[src/rtl/sha256_msg_sched.sv]
// sha256_msg_sched: SHA-256 message schedule sequencer for one 512-bit block.
// Loads W[0..15] from the block buffer, then streams W[0..63] to the round
// datapath, expanding W[16..63] on the fly from a 16-word sliding window.
// Optional macro SHA256_SCHED_IDX_EN adds the w_idx and sticky err_ovr outputs.
module sha256_msg_sched #(
  parameter int unsigned WORD_W = 32, // only 32 is supported
  parameter int unsigned ROUNDS = 64
) (
  input  logic              clk,
  input  logic              rst_n,
  input  logic              start,
  input  logic              abort,
  input  logic [WORD_W-1:0] din,
  input  logic              din_valid,
  output logic              din_ready,
  output logic [WORD_W-1:0] w_out,
  output logic              w_valid,
  input  logic              w_ready,
  output logic              busy,
  output logic              done
`ifdef SHA256_SCHED_IDX_EN
  ,
  output logic [5:0]        w_idx,
  output logic              err_ovr
`endif
);

  typedef enum logic [1:0] {StIdle, StLoad, StRun} state_e;

  localparam logic [5:0] LastT = 6'(ROUNDS - 1);

  function automatic logic [WORD_W-1:0] sig0(input logic [WORD_W-1:0] x);
    return {x[6:0], x[WORD_W-1:7]} ^ {x[17:0], x[WORD_W-1:18]} ^ (x >> 3);
  endfunction

  function automatic logic [WORD_W-1:0] sig1(input logic [WORD_W-1:0] x);
    return {x[16:0], x[WORD_W-1:17]} ^ {x[18:0], x[WORD_W-1:19]} ^ (x >> 10);
  endfunction

  state_e            state_q, state_d;
  logic [WORD_W-1:0] window_q [16];
  logic [WORD_W-1:0] window_d [16];
  logic [3:0]        load_cnt_q, load_cnt_d;
  logic [5:0]        t_q, t_d;
  logic              done_q, done_d;
  logic [WORD_W-1:0] w_new;

  // Next schedule word W[t+16]; window[0] holds W[t], window[15] holds W[t+15].
  always_comb begin
    w_new = sig1(window_q[14]) + window_q[9] + sig0(window_q[1]) + window_q[0];
  end

  // Next-state logic: abort overrides every other event in the same cycle.
  always_comb begin
    state_d    = state_q;
    window_d   = window_q;
    load_cnt_d = load_cnt_q;
    t_d        = t_q;
    done_d     = 1'b0;
    if (abort) begin
      state_d    = StIdle;
      load_cnt_d = '0;
      t_d        = '0;
    end else begin
      unique case (state_q)
        StIdle: begin
          if (start) begin
            state_d    = StLoad;
            load_cnt_d = '0;
          end
        end
        StLoad: begin
          if (din_valid) begin
            window_d[load_cnt_q] = din;
            load_cnt_d           = load_cnt_q + 4'd1; // wraps to 0 on the 16th word
            if (load_cnt_q == 4'd15) begin
              state_d = StRun;
              t_d     = '0;
            end
          end
        end
        StRun: begin
          if (w_ready) begin
            for (int i = 0; i < 15; i++) window_d[i] = window_q[i+1];
            window_d[15] = w_new;
            if (t_q == LastT) begin
              state_d = StIdle;
              t_d     = '0;
              done_d  = 1'b1;
            end else begin
              t_d = t_q + 6'd1;
            end
          end
        end
        default: state_d = StIdle;
      endcase
    end
  end

  // State, window and counter registers.
  always_ff @(posedge clk or negedge rst_n) begin
    if (!rst_n) begin
      state_q    <= StIdle;
      window_q   <= '{default: '0};
      load_cnt_q <= '0;
      t_q        <= '0;
      done_q     <= 1'b0;
    end else begin
      state_q    <= state_d;
      window_q   <= window_d;
      load_cnt_q <= load_cnt_d;
      t_q        <= t_d;
      done_q     <= done_d;
    end
  end

  // Outputs decode directly from registered state, no extra latency.
  always_comb begin
    din_ready = (state_q == StLoad);
    w_valid   = (state_q == StRun);
    w_out     = (state_q == StRun) ? window_q[0] : '0;
    busy      = (state_q != StIdle);
    done      = done_q;
  end

`ifdef SHA256_SCHED_IDX_EN
  logic err_ovr_q, err_ovr_d;

  // Sticky flag: the loader offered data while the schedule was streaming.
  always_comb begin
    err_ovr_d = err_ovr_q | ((state_q == StRun) & din_valid);
  end

  // Overrun flag register; cleared only by reset.
  always_ff @(posedge clk or negedge rst_n) begin
    if (!rst_n) begin
      err_ovr_q <= 1'b0;
    end else begin
      err_ovr_q <= err_ovr_d;
    end
  end

  // Round index follows t while streaming, 0 otherwise.
  always_comb begin
    w_idx   = (state_q == StRun) ? t_q : 6'd0;
    err_ovr = err_ovr_q;
  end
`endif

endmodule

[config.mk]
export PLATFORM = sky130hd
export DESIGN_NAME = sha256_msg_sched
export DESIGN_NICKNAME = d
export VERILOG_FILES = /design/src/rtl/sha256_msg_sched.sv
export SDC_FILE = /design/constraint.sdc
export NUM_CORES = 1
export LEC_CHECK = 0
export BUFFER_PORTS_ARGS = -buffer_cell sky130_fd_sc_hd__buf_2
export CORE_UTILIZATION = 56
export DETAILED_ROUTE_END_ITERATION = 12
export PLACE_DENSITY = 0.73
export SKIP_LAST_GASP = 1
export SYNTH_ARGS = -nofsm -noshare
export SYNTH_HDL_FRONTEND = slang
export SYNTH_SLANG_ARGS = --single-unit
export TNS_END_PERCENT = 5
[constraint.sdc]
create_clock -name clk -period 5.1 [get_ports clk]
set_input_delay 1.275 -clock clk [delete_from_list [all_inputs] [get_ports clk]]
set_output_delay 1.275 -clock clk [all_outputs]
set_load 0.1 [all_outputs]
==> key figures, run 1 <==
Logic synthesis
  • Syn_area_per_cell: 9.04 sq um
  • Post-Synthesis Cell Area: 27,900 sq um
  • Post-Syn Instances: 3,090
  • Mapped Nets: 3,226
  • Number of synthesized register bits: 525
  • Async S/R FF share, synth: 100%
  • Post-synth cell types: 53
  • Post-synth EDFFs: 0
  • Register area share after synthesis: 47.0%
  • Dominant synthesized flop cell: dfrtp_1
  • Yosys warning total: 0

Global route
  • Largest net degree at the start of global routing: 200
  • Initial antenna violation count: 2
  • First-pass GRT wire length: 150,000 um
  • Number of global-route vias before repair: 23,200
  • All-Layer GR Usage: 40.1%
  • Grt ovf: 0

Detailed routing
  • Routed Antenna Nets: 0
  • Vias per inst: 6.66
  • Vias post-DR: 24,300
  • WL final: 101,000 um
  • DR pass1 iterations: 7
  • 1st-iter DRT viols: 3,484
  • Wire per inst: 27.6 um
  • Number of remaining DRC errors: 0

Pwr
  • Worst VDD drop: 0.242 mV
  • Leakage: 12.8 nW
  • Post-layout total power: 0.0114 W
  • PD cells: 377 nW/um^2

Final layout
  • Finished Cell Area: 30,300 sq um
  • Ratio of cells with drive above 1 in the final layout: 8.41%
  • Finished Core Util: 61.8%
  • Final nets: 3,078
  • Syn-to-layout area delta: 8.50%

STA
  • FMAX: 223 MHz
  • Setup TNS: 0 ps
  • Worst Tran Pin Value: 1350 ps
  • Worst Skew: 20.9 ps
  • Final Cycle Share: 88.1%
  • RSZ-0062 raised after global routing: no
  • Hold Fails Final Rpt: 0
  • Hold Worst Slack: 481 ps
  • Post-route minimum period: 4490 ps
  • Slew HR: 9.94%
  • Max Slew Vio Count: 0
  • Final setup fails: 0

Clocking
  • CTS Sinks: 525
  • CTS H-tree depth: 2
  • CTS clk-pin slew, worst paths: 70 ps
  • Root Driver: clkbuf_16
  • Setup Buffers After CTS: 0
  • Post-CTS Hold Fix Bufs: 0
  • Worst-case clock buffer depth: 3
  • CTS tree: done
  • CTS resizes: 0
  • Total CTS buffers: 55
  • Clock Latency Late Sink: 620 ps

Die
  • Die width: 225 um
  • Die ar.: 50,800 sq um
  • Rows: 81
  • Die Y: 225 um
  • Initial core utilization: 57.0%
  • Top Ports: 74
  • Core footprint: 49,100 sq um

Run
  • Total of max-cap violations: 0

Setup path
  • CP max stage delay: 480 ps
  • R2R depth: 15
  • Cell family with most CP delay: adder cells
  • Crit path cell chain: xor2_1 -> xnor2_1 -> fa_1 -> inv_1 -> fa_1 -> ha_1 -> fa_1 -> a211oi_1 -> nor2_1 -> o31ai_4 -> a32oi_2 -> and3_1 -> a31oi_1 -> xnor2_1 -> a21oi_1
  • CP Data Required Time: 5590 ps
  • Most frequent CP cell: fa_1
  • CP Class: register to register
  • Worst-path fanout max: 5
  • Critical Path End Type: register
  • CP Launch Type: register
  • Critical-path top delay cell: fa_1
  • Crit path buf inv count: 1
  • Critical path arrival: 4980 ps
  • Crit path depth: 15

Placement
  • GPL Wtd Cong: 1.02
  • Placement-stage cell area: 28,400 sq um
  • Post-DP HPWL: 65,800 um
  • Port Buffers: 73

Hold path
  • Worst hold path type: register to register
  • Hold depth: 2

Status
  • Status: finished clean
## worst min-delay path, cell delays in order (launching register included)
cell and delay (ps):
dfrtp_1 340, nand2_1 40, o21ai_0 60
## metrics by stage
| stage | instances | worst slack, ps |
|---|---|---|
| floorplan | 3090 | 817 |
| global placement | 3548 | 690 |
| detailed placement | 3548 | 692 |
| CTS | 3646 | 643 |
| global route | 3648 | 442 |
| finish | 3648 | 606 |
## cell families after synthesis
group	count (synthesis)	synth area share, %
AND/OR/NAND/NOR	725	10.4
XOR/XNOR	146	4.58
AO/OA/AOI/OAI	1138	25.5
buffers and inverters	454	6.34
adder cells (fa/ha/maj)	98	6.05
flip-flops	525	47.0
multiplexers	4	0.148
## registers in the layout, summed over array words and instances, names as in the netlist
signal      count
t_q             6
done            1
state_q         2
load_cnt_q      4
window_q      512
## cell usage after synthesis, types with 20 or more instances
library cell | number | share of area (%)
nand2_1 | 570 | 7.7
and3_1 | 20 | 0.45
xnor2_1 | 87 | 2.7
nor2_1 | 83 | 1.1
buf_1 | 28 | 0.38
buf_2 | 41 | 0.73
ha_1 | 36 | 1.6
clkbuf_1 | 258 | 3.5
fa_1 | 62 | 4.4
o21ai_0 | 521 | 9.3
xor2_1 | 59 | 1.8
inv_1 | 125 | 1.7
dfrtp_1 | 525 | 47
a22oi_1 | 483 | 13
a21oi_1 | 58 | 1.0
## placed cells by master (no fill, tap or decap), types with 14 or more instances in the layout
master       n
buf_2       71
clkinv_2    14
xor2_1      59
buf_4       42
a21oi_1     57
clkbuf_16   56
fa_1        62
xnor2_1     87
a22oi_1    483
o21ai_0    520
nor2_1      72
dfrtp_1    525
nand2_1    570
inv_1      124
ha_1        36
and3_1      20
## power by group
part	switching (W)	internal (W)
sequential	0.000169	0.00428
clock	0.00177	0.00246
combinational	0.00184	0.000909
total	0.00379	0.00765
## final cells by class
type	count	area, sq um
Fill cell	4215	18700
Sequential cell	525	13100
Multi-Input combinational cell	2111	13100
Clock buffer	73	1570
Timing Repair Buffer	124	881
Tap cell	664	831
Inverter	125	477
Clock inverter	25	313
Antenna cell	1	2.50
## routing by layer
| layer | vias up | global-route usage (%) | share of wire, % |
|---|---|---|---|
| met1 | 12200 | 55.9 | 40 |
| met2 | 1483 | 59.5 | 44 |
| met3 | 254 | 10.5 | 12 |
| li1 | 10400 | - | - |
| met5 | - | 0 | 0.013 |
| met4 | 2 | 16.5 | 4.6 |
## final timing paths
kind,startpoint,endpoint,slack [ps]
max,window_q[50],window_q[31],610
min,window_q[178],window_q[178],480
max reg2reg,window_q[50],window_q[31],610
min reg2reg,window_q[178],window_q[178],480
max in group asynchronous,rst_n,window_q[6],3210
min in group asynchronous,rst_n,window_q[407],710
No activity file was read; power rests on OpenSTA's default activity.
==> inputs of run 2 (changes only) <==
Settings changed: CORE_MARGIN set to 2.
==> run 2 against run 1 <==
Die area is 1.8% higher. Utilization increased by 0.19 points. Register-to-register slack gained 200 ps. Critical path type unchanged. Global-route usage down 0.18 points. Critical path depth stayed put. Count of clock-buffer cells in the layout up 6. Worst setup slack improved by 200 ps. Maximum frequency is 4.7% higher. Worst hold slack got worse by 2.4 ps.
==> key figures, run 2 (synthesis gave the netlist of run 1 again) <==
Status
  • Status: finished clean

Die
  • Top Ports: 74 (unchanged)
  • Die width: 227 um (+0.89%)
  • Core footprint: 49,100 sq um (unchanged)
  • Die ar.: 51,700 sq um (+1.8%)
  • Rows: 81 (unchanged)
  • Die Y: 227 um (+0.89%)
  • Initial core utilization: 57.0% (unchanged)

Pwr
  • Leakage: 12.8 nW (+0.29%)
  • Worst VDD drop: 0.274 mV (+13%)
  • PD cells: 381 nW/um^2 (+1.1%)

Final layout
  • Most common cell after layout, fill and taps aside: nand2_1
  • Syn-to-layout area delta: 8.83%
  • Finished Core Util: 62.0% (+0.19 points)
  • Number of flip-flops in the largest register: 512 (unchanged)
  • # fillers: 4,138 (-1.8%)
  • Final Non-Filler Cells: 3,650 (+0.055%)
  • Most frequent cells in the layout: nand2_1, dfrtp_1, o21ai_0
  • Largest regs: window_q x512, t_q x6, load_cnt_q x4
  • Final nets: 3,077 (-0.032%)
  • Ratio of cells with drive above 1 in the final layout: 8.38% (-0.039 points)
  • Most flops, register: window_q

Clocking
  • Worst-case clock buffer depth: 3 (unchanged)
  • Total CTS buffers: 56 (+1.8%)
  • Clock Latency Late Sink: 640 ps (+20 ps)
  • CTS Sinks: 525 (unchanged)
  • Root Driver: clkbuf_16
  • Post-CTS Hold Fix Bufs: 0 (unchanged)
  • CTS resizes: 0 (unchanged)
  • CTS H-tree depth: 2 (unchanged)
  • Setup Buffers After CTS: 0 (unchanged)
  • CTS tree: done
  • CTS clk-pin slew, worst paths: 60 ps (about the same)

Setup path
  • CP Launch Type: register
  • CP Data Required Time: 5650 ps (+60 ps)
  • Critical Path End Type: register
  • Critical path arrival: 4840 ps (-140 ps)
  • R2R depth: 15 (unchanged)
  • Worst-path fanout max: 5 (unchanged)
  • CP Class: register to register

STA
  • Worst Skew: 26.0 ps (+5.10 ps)
  • Hold Fails Final Rpt: 0 (unchanged)
  • Worst Tran Pin Value: 1340 ps (-9.83 ps)
  • FMAX: 233 MHz (+4.7%)
  • Max Slew Vio Count: 0 (unchanged)
  • Setup TNS: 0 ps (unchanged)
  • Final Cycle Share: 84.1% (-4.0 points)
  • RSZ-0062 raised after global routing: no
  • Slew HR: 10.5% (+0.54 points)
  • Post-route minimum period: 4290 ps (-202 ps)
  • Final setup fails: 0 (unchanged)

Global route
  • Largest net degree at the start of global routing: 166 (-17%)
  • Number of global-route vias before repair: 23,400 (+0.81%)
  • Initial antenna violation count: 0 (-2)
  • First-pass GRT wire length: 152,000 um (+1.1%)
  • All-Layer GR Usage: 39.9% (-0.18 points)
  • Grt ovf: 0 (unchanged)

Hold path
  • Worst hold path type: register to register
  • Hold depth: 2 (unchanged)

Run
  • Total of max-cap violations: 0 (unchanged)

Detailed routing
  • Vias post-DR: 24,400 (+0.56%)
  • DR pass1 iterations: 6 (-1)
  • WL final: 102,000 um (+1.1%)
  • 1st-iter DRT viols: 3,430 (-1.5%)
  • Number of remaining DRC errors: 0 (unchanged)
  • Wire per inst: 27.8 um (+1.1%)
  • Routed Antenna Nets: 0 (unchanged)
  • Vias per inst: 6.69 (+0.50%)

Placement
  • Post-DP HPWL: 66,500 um (+1.1%)
  • DP Cell Count: 3,546 (-0.056%)
  • GPL Wtd Cong: 1.01 (-0.53%)
  • Port Buffers: 73 (unchanged)
[run 2: changes by cell type in the layout (fill, tap and decap cells not counted)]
cell / before / now
bufinv_16: 6 / 8
buf_4: 42 / 40
clkinvlp_4: 2 / 1
clkbuf_16: 56 / 57
buf_16: 0 / 1
nor2_4: 0 / 1
clkbuf_1: 7 / 10
clkbuf_8: 10 / 12
buf_12: 9 / 8
clkinv_2: 14 / 10
buf_2: 71 / 72
buf_8: 2 / 1
nor2_2: 11 / 10
inv_6: 1 / 2
[run 2: area by class of cell]
cell class	count	area, sq um	area share (%)
clock buffer	79	1630	5.36
timing repair buffer	122	863	2.84
antenna	1	2.50	0.00823
multi-input combinational	2111	13100	43.1
inverter	125	477	1.57
tap	664	831	2.73
clock inverter	23	354	1.16
sequential	525	13100	43.2
[run 2: worst paths after layout]
path                                from       endpoint  slack [ps]
setup / recovery            window_q[50]   window_q[27]         810
hold / removal             window_q[323]  window_q[323]         480
setup reg to reg            window_q[50]   window_q[27]         810
hold reg to reg            window_q[323]  window_q[323]         480
max in group asynchronous          rst_n  window_q[315]        3210
min in group asynchronous          rst_n         t_q[1]         680
[run 2: power breakdown]
group	leakage, nW	switching, W	total [W]	internal, W
Sequential	7.26	0.000170	0.00445	0.00428
Clock	0.977	0.00178	0.00441	0.00263
Combinational	4.57	0.00182	0.00273	0.000906
Total	12.8	0.00377	0.0116	0.00782
[run 2: routing by layer]
layer / vias up / global-route usage (%) / part of all wire (%)
met2: 1481 / 58.8 / 44
met1: 12300 / 54.9 / 40
li1: 10400 / - / -
met5: - / 0 / 0
met4: 0 / 17.9 / 5.2
met3: 255 / 11.6 / 11
[run 2: worst max-delay path, stage by stage (launching register included)]
cell and delay [ps]:
dfrtp_1 450, xor2_1 200, xnor2_1 240, fa_1 450, inv_1 80, fa_1 410, ha_1 230, fa_1 510
a211oi_1 230, nor2_1 160, o31ai_4 290, a32oi_2 230, o21ai_0 260, mux2i_1 210, nor2_1 60, nor3_1 200
[run 2: metrics by stage]
| stage | power [W] | worst slack [ps] | hold WS (ps) | area, sq um |
|---|---|---|---|---|
| after floorplan | 0.00629 | 817 | 450 | 27900 |
| after global placement | 0.00716 | 903 | 460 | 28400 |
| after detailed placement | 0.00717 | 906 | 470 | 28400 |
| after CTS | 0.0116 | 856 | 484 | 30400 |
| after global routing | 0.0120 | 527 | 500 | 30400 |
| final | 0.0116 | 809 | 478 | 30400 |
